`src/rtl/fetch_pkg.sv`:
```
// Shared types and constants for the instruction-fetch front end.
package fetch_pkg;

  typedef struct packed {
    logic [31:0] pc;
    logic [31:0] instr;
  } fetch_entry_t;

  localparam logic [31:0] PC_STEP    = 32'd4;
  localparam logic [31:0] PC8_OFFSET = 32'd8;
  localparam logic [31:0] WORD_MASK  = 32'hFFFF_FFFC;

  function automatic logic [31:0] word_align(input logic [31:0] addr);
    return addr & WORD_MASK;
  endfunction

endpackage

```
`src/rtl/fetch_if.sv`:
```
// Fetch-to-decode valid/ready handshake carrying the head instruction and its PC.
interface fetch_if;
  import fetch_pkg::*;

  logic        instr_valid;
  logic        instr_ready;
  logic [31:0] instr;
  logic [31:0] instr_pc;
  logic [31:0] instr_pc8;

  modport master (
    output instr_valid, instr, instr_pc, instr_pc8,
    input  instr_ready
  );

  modport slave (
    input  instr_valid, instr, instr_pc, instr_pc8,
    output instr_ready
  );

endinterface

```
`src/rtl/fetch_fifo.sv`:
```
// Small synchronous queue of fetched {pc, instr} entries; flush beats push and pop.
module fetch_fifo
  import fetch_pkg::*;
#(
  parameter int QDEPTH = 2
) (
  input  logic         clk,
  input  logic         reset_n,
  input  logic         push,
  input  logic         pop,
  input  logic         flush,
  input  fetch_entry_t wdata,
  output fetch_entry_t head,
  output logic         full,
  output logic         empty
);

  localparam int PW = $clog2(QDEPTH);
  localparam int CW = PW + 1;

  logic [PW-1:0] wptr;
  logic [PW-1:0] rptr;
  logic [CW-1:0] count;
  fetch_entry_t  mem [QDEPTH];

  assign full  = (count == CW'(QDEPTH));
  assign empty = (count == '0);
  assign head  = mem[rptr];

  // Storage carries no reset; the head is masked by empty at the top level.
  always_ff @(posedge clk) begin
    if (push && !flush) begin
      mem[wptr] <= wdata;
    end
  end

  always_ff @(posedge clk) begin
    if (!reset_n) begin
      wptr  <= '0;
      rptr  <= '0;
      count <= '0;
    end else if (flush) begin
      wptr  <= '0;
      rptr  <= '0;
      count <= '0;
    end else begin
      if (push) wptr <= wptr + PW'(1);
      if (pop)  rptr <= rptr + PW'(1);
      case ({push, pop})
        2'b10:   count <= count + CW'(1);
        2'b01:   count <= count - CW'(1);
        default: count <= count;
      endcase
    end
  end

endmodule

```
`src/rtl/fetch_stage.sv`:
```
// Instruction-fetch front end: fetch PC, imem addressing, fetch queue and decode handshake.
// Optional performance counters are built when FETCH_PERF_EN is defined.
module fetch_stage
  import fetch_pkg::*;
#(
  parameter logic [31:0] RESET_PC = 32'h0000_0000,
  parameter int          QDEPTH   = 2
) (
  input  logic        clk,
  input  logic        reset_n,
  output logic [31:0] imem_a,
  input  logic [31:0] imem_rd,
  input  logic        redirect_valid,
  input  logic [31:0] redirect_pc,
  fetch_if.master     dec,
  output logic [31:0] perf_fetch_cnt,
  output logic [15:0] perf_flush_cnt
);

  logic [31:0]  fpc;
  logic         push;
  logic         pop;
  logic         full;
  logic         empty;
  fetch_entry_t wentry;
  fetch_entry_t head;

  assign imem_a = fpc;
  assign wentry = '{pc: fpc, instr: imem_rd};

  assign dec.instr_valid = !empty;
  assign pop  = dec.instr_valid & dec.instr_ready;
  // A pop frees the slot the same-cycle push lands in, so full+pop still fetches.
  assign push = !redirect_valid & (!full | pop);

  fetch_fifo #(
    .QDEPTH (QDEPTH)
  ) u_fifo (
    .clk     (clk),
    .reset_n (reset_n),
    .push    (push),
    .pop     (pop),
    .flush   (redirect_valid),
    .wdata   (wentry),
    .head    (head),
    .full    (full),
    .empty   (empty)
  );

  assign dec.instr     = empty ? '0 : head.instr;
  assign dec.instr_pc  = empty ? '0 : head.pc;
  assign dec.instr_pc8 = empty ? '0 : head.pc + PC8_OFFSET;

  always_ff @(posedge clk) begin
    if (!reset_n) begin
      fpc <= RESET_PC;
    end else if (redirect_valid) begin
      fpc <= word_align(redirect_pc);
    end else if (push) begin
      fpc <= fpc + PC_STEP;
    end
  end

`ifdef FETCH_PERF_EN
  always_ff @(posedge clk) begin
    if (!reset_n) begin
      perf_fetch_cnt <= '0;
      perf_flush_cnt <= '0;
    end else begin
      if (push)           perf_fetch_cnt <= perf_fetch_cnt + 32'd1;
      if (redirect_valid) perf_flush_cnt <= perf_flush_cnt + 16'd1;
    end
  end
`else
  assign perf_fetch_cnt = '0;
  assign perf_flush_cnt = '0;
`endif

endmodule

```
`src/flat_wrapper.sv`:
```
// flat-port wrapper written by rule: the top's interface ports become plain ports
module fetch_stage_flat import fetch_pkg::*;
#(
  parameter logic [31:0] RESET_PC = 32'h0000_0000,
  parameter int          QDEPTH   = 2
)
  (clk, reset_n, imem_a, imem_rd, redirect_valid, redirect_pc, perf_fetch_cnt, perf_flush_cnt, dec_instr_valid, dec_instr, dec_instr_pc, dec_instr_pc8, dec_instr_ready);
  fetch_if dec_i ();
  input  logic clk;
  input  logic reset_n;
  output logic [31:0] imem_a;
  input  logic [31:0] imem_rd;
  input  logic redirect_valid;
  input  logic [31:0] redirect_pc;
  output logic [31:0] perf_fetch_cnt;
  output logic [15:0] perf_flush_cnt;
  output wire logic [$bits(dec_i.instr_valid)-1:0] dec_instr_valid;
  output wire logic [$bits(dec_i.instr)-1:0] dec_instr;
  output wire logic [$bits(dec_i.instr_pc)-1:0] dec_instr_pc;
  output wire logic [$bits(dec_i.instr_pc8)-1:0] dec_instr_pc8;
  input wire logic [$bits(dec_i.instr_ready)-1:0] dec_instr_ready;
  assign dec_instr_valid = dec_i.instr_valid;
  assign dec_instr = dec_i.instr;
  assign dec_instr_pc = dec_i.instr_pc;
  assign dec_instr_pc8 = dec_i.instr_pc8;
  assign dec_i.instr_ready = dec_instr_ready;
  fetch_stage #(.RESET_PC(RESET_PC), .QDEPTH(QDEPTH)) u_core (.clk(clk), .reset_n(reset_n), .imem_a(imem_a), .imem_rd(imem_rd), .redirect_valid(redirect_valid), .redirect_pc(redirect_pc), .dec(dec_i), .perf_fetch_cnt(perf_fetch_cnt), .perf_flush_cnt(perf_flush_cnt));
endmodule
```
`config.mk`:
```
export PLATFORM = sky130hd
export DESIGN_NAME = fetch_stage_flat
export DESIGN_NICKNAME = d
export VERILOG_FILES = /design/src/rtl/fetch_pkg.sv /design/src/rtl/fetch_if.sv /design/src/rtl/fetch_fifo.sv /design/src/rtl/fetch_stage.sv /design/src/flat_wrapper.sv
export SDC_FILE = /design/constraint.sdc
export NUM_CORES = 1
export LEC_CHECK = 0
export CAP_MARGIN = 20
export CORE_UTILIZATION = 47
export DETAILED_ROUTE_END_ITERATION = 10
export PLACE_DENSITY = 0.8
export SLEW_MARGIN = 20
export SYNTH_ARGS = -nofsm -noshare
export SYNTH_HDL_FRONTEND = slang
export SYNTH_SLANG_ARGS = --single-unit
export TNS_END_PERCENT = 100
```
`constraint.sdc`:
```
create_clock -name clk -period 4.8 [get_ports clk]
set_input_delay 0.72 -clock clk [delete_from_list [all_inputs] [get_ports clk]]
set_output_delay 0.72 -clock clk [all_outputs]
set_load 0.005 [all_outputs]
```
# Word level (Yosys, flattened, before mapping)
# Memories as Yosys holds them, arrays and structs flattened. A register that Yosys moved wholly into a read port is not among the register bits.
# Index checks and enable logic that the tools add are counted.
# op_classes
add_sub_neg	6
eq_ne	3
mux	10
bitwise	4
reduce_logical	8
# op_table
operator	n
$mux 32	5
$add 32x3->32 const B	1
$add 32x4->32 const B	1
$eq 2x2->1 const B	2
$mux 1	4
$pmux 2 s2	1
$reduce_bool 2->1	2
$logic_not 1->1	3
$add 1x1->1 const B	2
$add 2x1->2 const B	1
$and 1x1->1	2
$eq 2x1->1 const B	1
$logic_not 2->1	1
$reduce_or 2->1	1
$sub 2x1->2 const B	1
$logic_and 1x1->1	1
$not 1->1	1
$or 1x1->1	1
# totals
ff_bits	36
mem_bits_rw	128
input_bits	68
output_inout_bits	177
wordCells	37
mem_count	1
# memory_table
name	words	width	read_ports	rd_clocked_by_memory_dff	write_ports	line_no	text
u_core.u_fifo.mem	2	64	1	1	1	fetch_fifo.sv:24	fetch_entry_t mem [QDEPTH];

# Longest topological paths before layout
# depth
depth_word	8
mapped_depth	12
depth_no_buf	7

# Hierarchy
# A second synthesis with hierarchy kept.
# unflattened
hier_cells	666
hier_area_um2	7971.4
# by_module_without_submodules
module	instances	cells_per_inst	area_each_um2	seq_area_each_um2
fetch_fifo	1	223	4828.4	3943.8
fetch_stage	1	443	3143.0	600.6

# Worst setup path after synthesis
# OpenSTA, ideal clock, no wires.
# synth_timing
path_kind	input-to-reg
startpoint	input redirect_valid
endpoint	memory u_core.u_fifo.mem[0][0] in the netlist's numbering, enable pin
t_arrival_ns	3.816
t_required_ns	4.318
path_slack_ns	0.502
stages	4
path_buffers	1
path_cell_list	inv_1 -> clkbuf_1 -> nand2_1 -> nor2_1
# synth_via
elab_chain_cells	5
# synth_rtl
item	line_no	text
start: declaration	flat_wrapper.sv:13	input logic redirect_valid;
$logic_not 1->1 (*)	fetch_fifo.sv:32, fetch_stage.sv:34	
$and 1x1->1	fetch_stage.sv:34	assign push = !redirect_valid & (!full | pop);
$logic_and 1x1->1 (*)	fetch_fifo.sv:32	if (push && !flush) begin
$mux 1 (*)	fetch_fifo.sv:32	
$mux 1 (not written as such) (*)	fetch_fifo.sv:33	mem[wptr] <= wdata;
end: declaration	fetch_fifo.sv:24	
# Mark *: on every way between the ends. The rest lies on a longest branch, timed or not.

==> flow_summary.json <==
{
  "period_needed_ns": 4.58,
  "synth_cell_type_count": 47,
  "die_x_um": 132,
  "path_clk_slew_ns": 0.06,
  "area_growth_pct": 31.1,
  "die_y_um": 132,
  "async_flop_share_pct": 0,
  "fin_setup_tns_ns": 0,
  "cp_max_fo": 38,
  "diodes": 0,
  "regArea_um2": 4430,
  "gp_congestion": 0.866,
  "grt_overflow": 0,
  "crit_arrival_ns": 3.86,
  "peakVddDrop_v": 0.000274,
  "yosysTopAreaCell": "edfxtp_1",
  "rr_worst_depth": 6,
  "period_share_pct": 95.4,
  "hold_viol": 0,
  "slew-limit-headroom_pct": 33.3,
  "boundaryPins": 245,
  "seq_area_frac_synth_pct": 56.0,
  "avgSynthCellArea_um2": 11.3,
  "ctsHtreeMaxLevel": 4,
  "viasPerCell": 5.18,
  "hold_depth": 2,
  "drtIter0Drc": 403,
  "ys_ff_latch": 159,
  "grt_max_degree": 61,
  "power.internal_mw": 2.54,
  "synth_area_leaders": "edfxtp_1 (47%), dfxtp_1 (8.9%), mux2i_1 (7.1%)",
  "grt_pass1_wl_um": 27800,
  "cts.sinks": 159,
  "final_max_slew_viol_count": 0,
  "dpl_cell_area_um2": 9800,
  "p_leak_nw": 3.54,
  "multi_input_area_um2": 3080,
  "ctsResizeCount": 0,
  "clock_path_buffers": 2,
  "rsz0062_at_grt": "no",
  "p_clk_share_pct": 38.1,
  "dp.cells": 1083,
  "hold-path-endpoint": "u_core.u_fifo.rptr$_SDFFE_PP0P_",
  "p_seq_share_pct": 49.4,
  "min_from": "u_core.u_fifo.rptr$_SDFFE_PP0P_",
  "drcViolationCount": 0,
  "syn_area_um2": 7900,
  "setup_viol": 0,
  "nFillCells": 1338,
  "design.die.area_um2": 17300,
  "synth-edff-count": 124,
  "start_kind": "flop",
  "initial_core_util_pct": 47.8,
  "power_frac_comb_pct": 12.4,
  "drtPass1Iterations": 5,
  "crit_required_ns": 4.08,
  "drive_gt1_share_pct": 6.15,
  "path_delay_family": "simple AND/OR/NAND/NOR gates",
  "dpl.hpwl_um": 12800,
  "crit_path_cell_trace": "mux2_2 > ha_1 > nand4_1 > a21oi_1 > buf_4 > nand3_1 > nor4_1 > mux2_2 > clkdlybuf4s50_1",
  "row_count": 47,
  "finalNetCount": 953,
  "status": "finished, final reports clean",
  "io_buffers": 188,
  "route.vias.total": 5778,
  "antenna_found_initial": 0,
  "grt_use_total_pct": 20.7,
  "wl_per_cell_um": 16.2,
  "synth_cells": 701,
  "reg2reg_slack_ns": 2.18,
  "timing.fmax_mhz": 218,
  "synth_top_area_share_pct": 47.1,
  "yosysWarnings": 0,
  "drv_cap": 0,
  "ant_nets": 0,
  "clk_latency_ns": 0.41,
  "cpMostUsedCell": "mux2_2",
  "grt_pass1_vias": 5398,
  "tightest_slew_ns": 0.997,
  "layout.cells.non_filler": 1115,
  "cp_slowest_cell": "dfxtp_4",
  "end_kind": "output pin",
  "cts_tree": "built",
  "cts_buffers": 17,
  "cts-root-buf": "clkbuf_16",
  "p_sw_uw": 752,
  "fin_area_um2": 10400,
  "grtUsageMet1_pct": 26.6,
  "holdBufCountCts": 0,
  "met2_usage_pct": 35.0,
  "post_cts_buffers": 0,
  "hold_class": "reg2reg",
  "core_region_area_um2": 16500,
  "fin_skew_ns": 0.00915,
  "p_per_area_nw_per_um2": 318,
  "swShare_pct": 22.8,
  "grt.busiest_layer": "met2",
  "critical_path_buf_inv_count": 2,
  "wl_um": 18100,
  "crit_type": "reg2out",
  "r2r-end": "u_core.u_fifo.count[1]$_SDFFE_PP0P_",
  "reg2reg_from": "u_core.u_fifo.count[1]$_SDFFE_PP0P_",
  "max_stage_delay_ns": 0.67,
  "grt_use_met3_pct": 4.75,
  "synth_ff_type": "edfxtp_1"
}
-- kinds of logic (layout without fill, tap and decap cells) --
kind of cell    count (synthesis)  after routing  synth area share, %
compound gates                 89             89                 7.09
xor+xnor                       39             39                 4.32
fa+ha+maj                       3              3                0.475
buf+inv                        97            238                 7.79
flops                         159            159                 56.0
mux                            67             67                 8.66
other cells                     1             54               0.0475
simple gates                  246            246                 15.6
-- power by group through the flow --
stage,Clock (mW),Sequential (mW),Combinational (mW)
finish,1.26,1.63,0.410
global route,1.33,1.64,0.446
CTS,1.28,1.63,0.413
detailed placement,0,1.66,0.410
global placement,0,1.65,0.403
floorplan,0,1.64,0.222
-- worst reg2reg max path, stage by stage, from the launching register on --
cell	delay, ns
dfxtp_1	0.36
nor2_4	0.45
inv_1	0.49
and2_1	0.34
ha_1	0.34
or3_1	0.36
a21oi_1	0.20
-- synthesized netlist by cell type, drive strengths merged, types with 2 or more instances --
| cell | n |
|---|---|
| a211oi | 3 |
| a21oi | 19 |
| a222oi | 2 |
| a22oi | 2 |
| a31oi | 5 |
| a32o | 4 |
| and2 | 18 |
| and3 | 3 |
| and4 | 6 |
| buf | 69 |
| clkbuf | 18 |
| dfxtp | 35 |
| edfxtp | 124 |
| ha | 3 |
| inv | 10 |
| mux2 | 11 |
| mux2i | 56 |
| nand2 | 45 |
| nand2b | 8 |
| nand3 | 19 |
| nand3b | 8 |
| nand4 | 16 |
| nand4b | 4 |
| nor2 | 80 |
| nor2b | 4 |
| nor3 | 18 |
| nor3b | 2 |
| nor4 | 8 |
| o211a | 7 |
| o21ai | 38 |
| o31a | 2 |
| o31ai | 4 |
| or3 | 4 |
| xnor2 | 25 |
| xor2 | 14 |
-- cell usage in the layout, fill, tap and decap left out, types with 3 or more instances in the layout --
master / instances
clkdlybuf4s50_1: 188
edfxtp_1: 124
nor2_1: 77
mux2i_1: 56
conb_1: 54
nand2_1: 45
o21ai_0: 38
dfxtp_1: 34
xnor2_1: 25
a21oi_1: 19
and2_1: 18
nand3_1: 18
nor3_1: 18
clkbuf_16: 17
nand4_1: 16
xor2_1: 14
mux2_2: 11
inv_1: 10
nand2b_1: 8
nand3b_1: 8
nor4_1: 8
o211a_1: 7
and4_1: 6
a31oi_1: 5
clkinv_2: 5
buf_4: 5
nor2b_1: 4
nand4b_1: 4
a32o_1: 4
o31ai_1: 4
or3_1: 4
clkinvlp_4: 4
nor2_4: 3
a211oi_1: 3
and3_1: 3
ha_1: 3
buf_12: 3
-- sequential cells by signal, summed over array words and instances (netlist names), named ones only --
name,flops
u_core.imem_a,30
u_core.u_fifo.rptr,1
u_core.u_fifo.count,2
u_core.u_fifo.wptr,1
u_core.u_fifo.mem,124
-- routing by layer --
layer  wire (um)  up-vias
li1            -     2800
met1        7880     2762
met2        8860      206
met3        1180       10
met4         147        0
met5           0        -
-- per-stage QoR --
step	setup WS [ns]	power (mW)	util [%]	hold WS, ns
floorplan	0.502	1.86	-	0.475
global route	0.00249	3.42	62.7	0.554
CTS	0.191	3.33	62.7	0.537
detailed placement	0.644	2.07	59.3	0.516
finish	0.221	3.30	62.7	0.530
global placement	0.724	2.06	59.3	0.496
-- layout make-up --
| class | instances | share of cell area [%] |
|---|---|---|
| Sequential cell | 159 | 42.7 |
| Multi-Input combinational cell | 498 | 29.8 |
| Inverter | 10 | 0.362 |
| Clock inverter | 13 | 1.18 |
| Clock buffer | 19 | 4.18 |
| Timing Repair Buffer | 196 | 19.1 |
| Tap cell | 220 | 2.66 |
-- worst max-delay path by stage --
stage / from / endpoint / cells after the start
3_5_place_dp: flop / dec_instr_pc8[31] / 9
5_1_grt: flop / dec_instr_pc8[31] / 9
6_report: flop / dec_instr_pc8[31] / 9
4_1_cts: flop / dec_instr_pc8[31] / 9
2_1_floorplan: redirect_valid / u_core.u_fifo.mem[0][0]$_DFFE_PP_ / 4
3_3_place_gp: flop / dec_instr_pc8[28] / 6
Power figures use the tool's default switching activity.
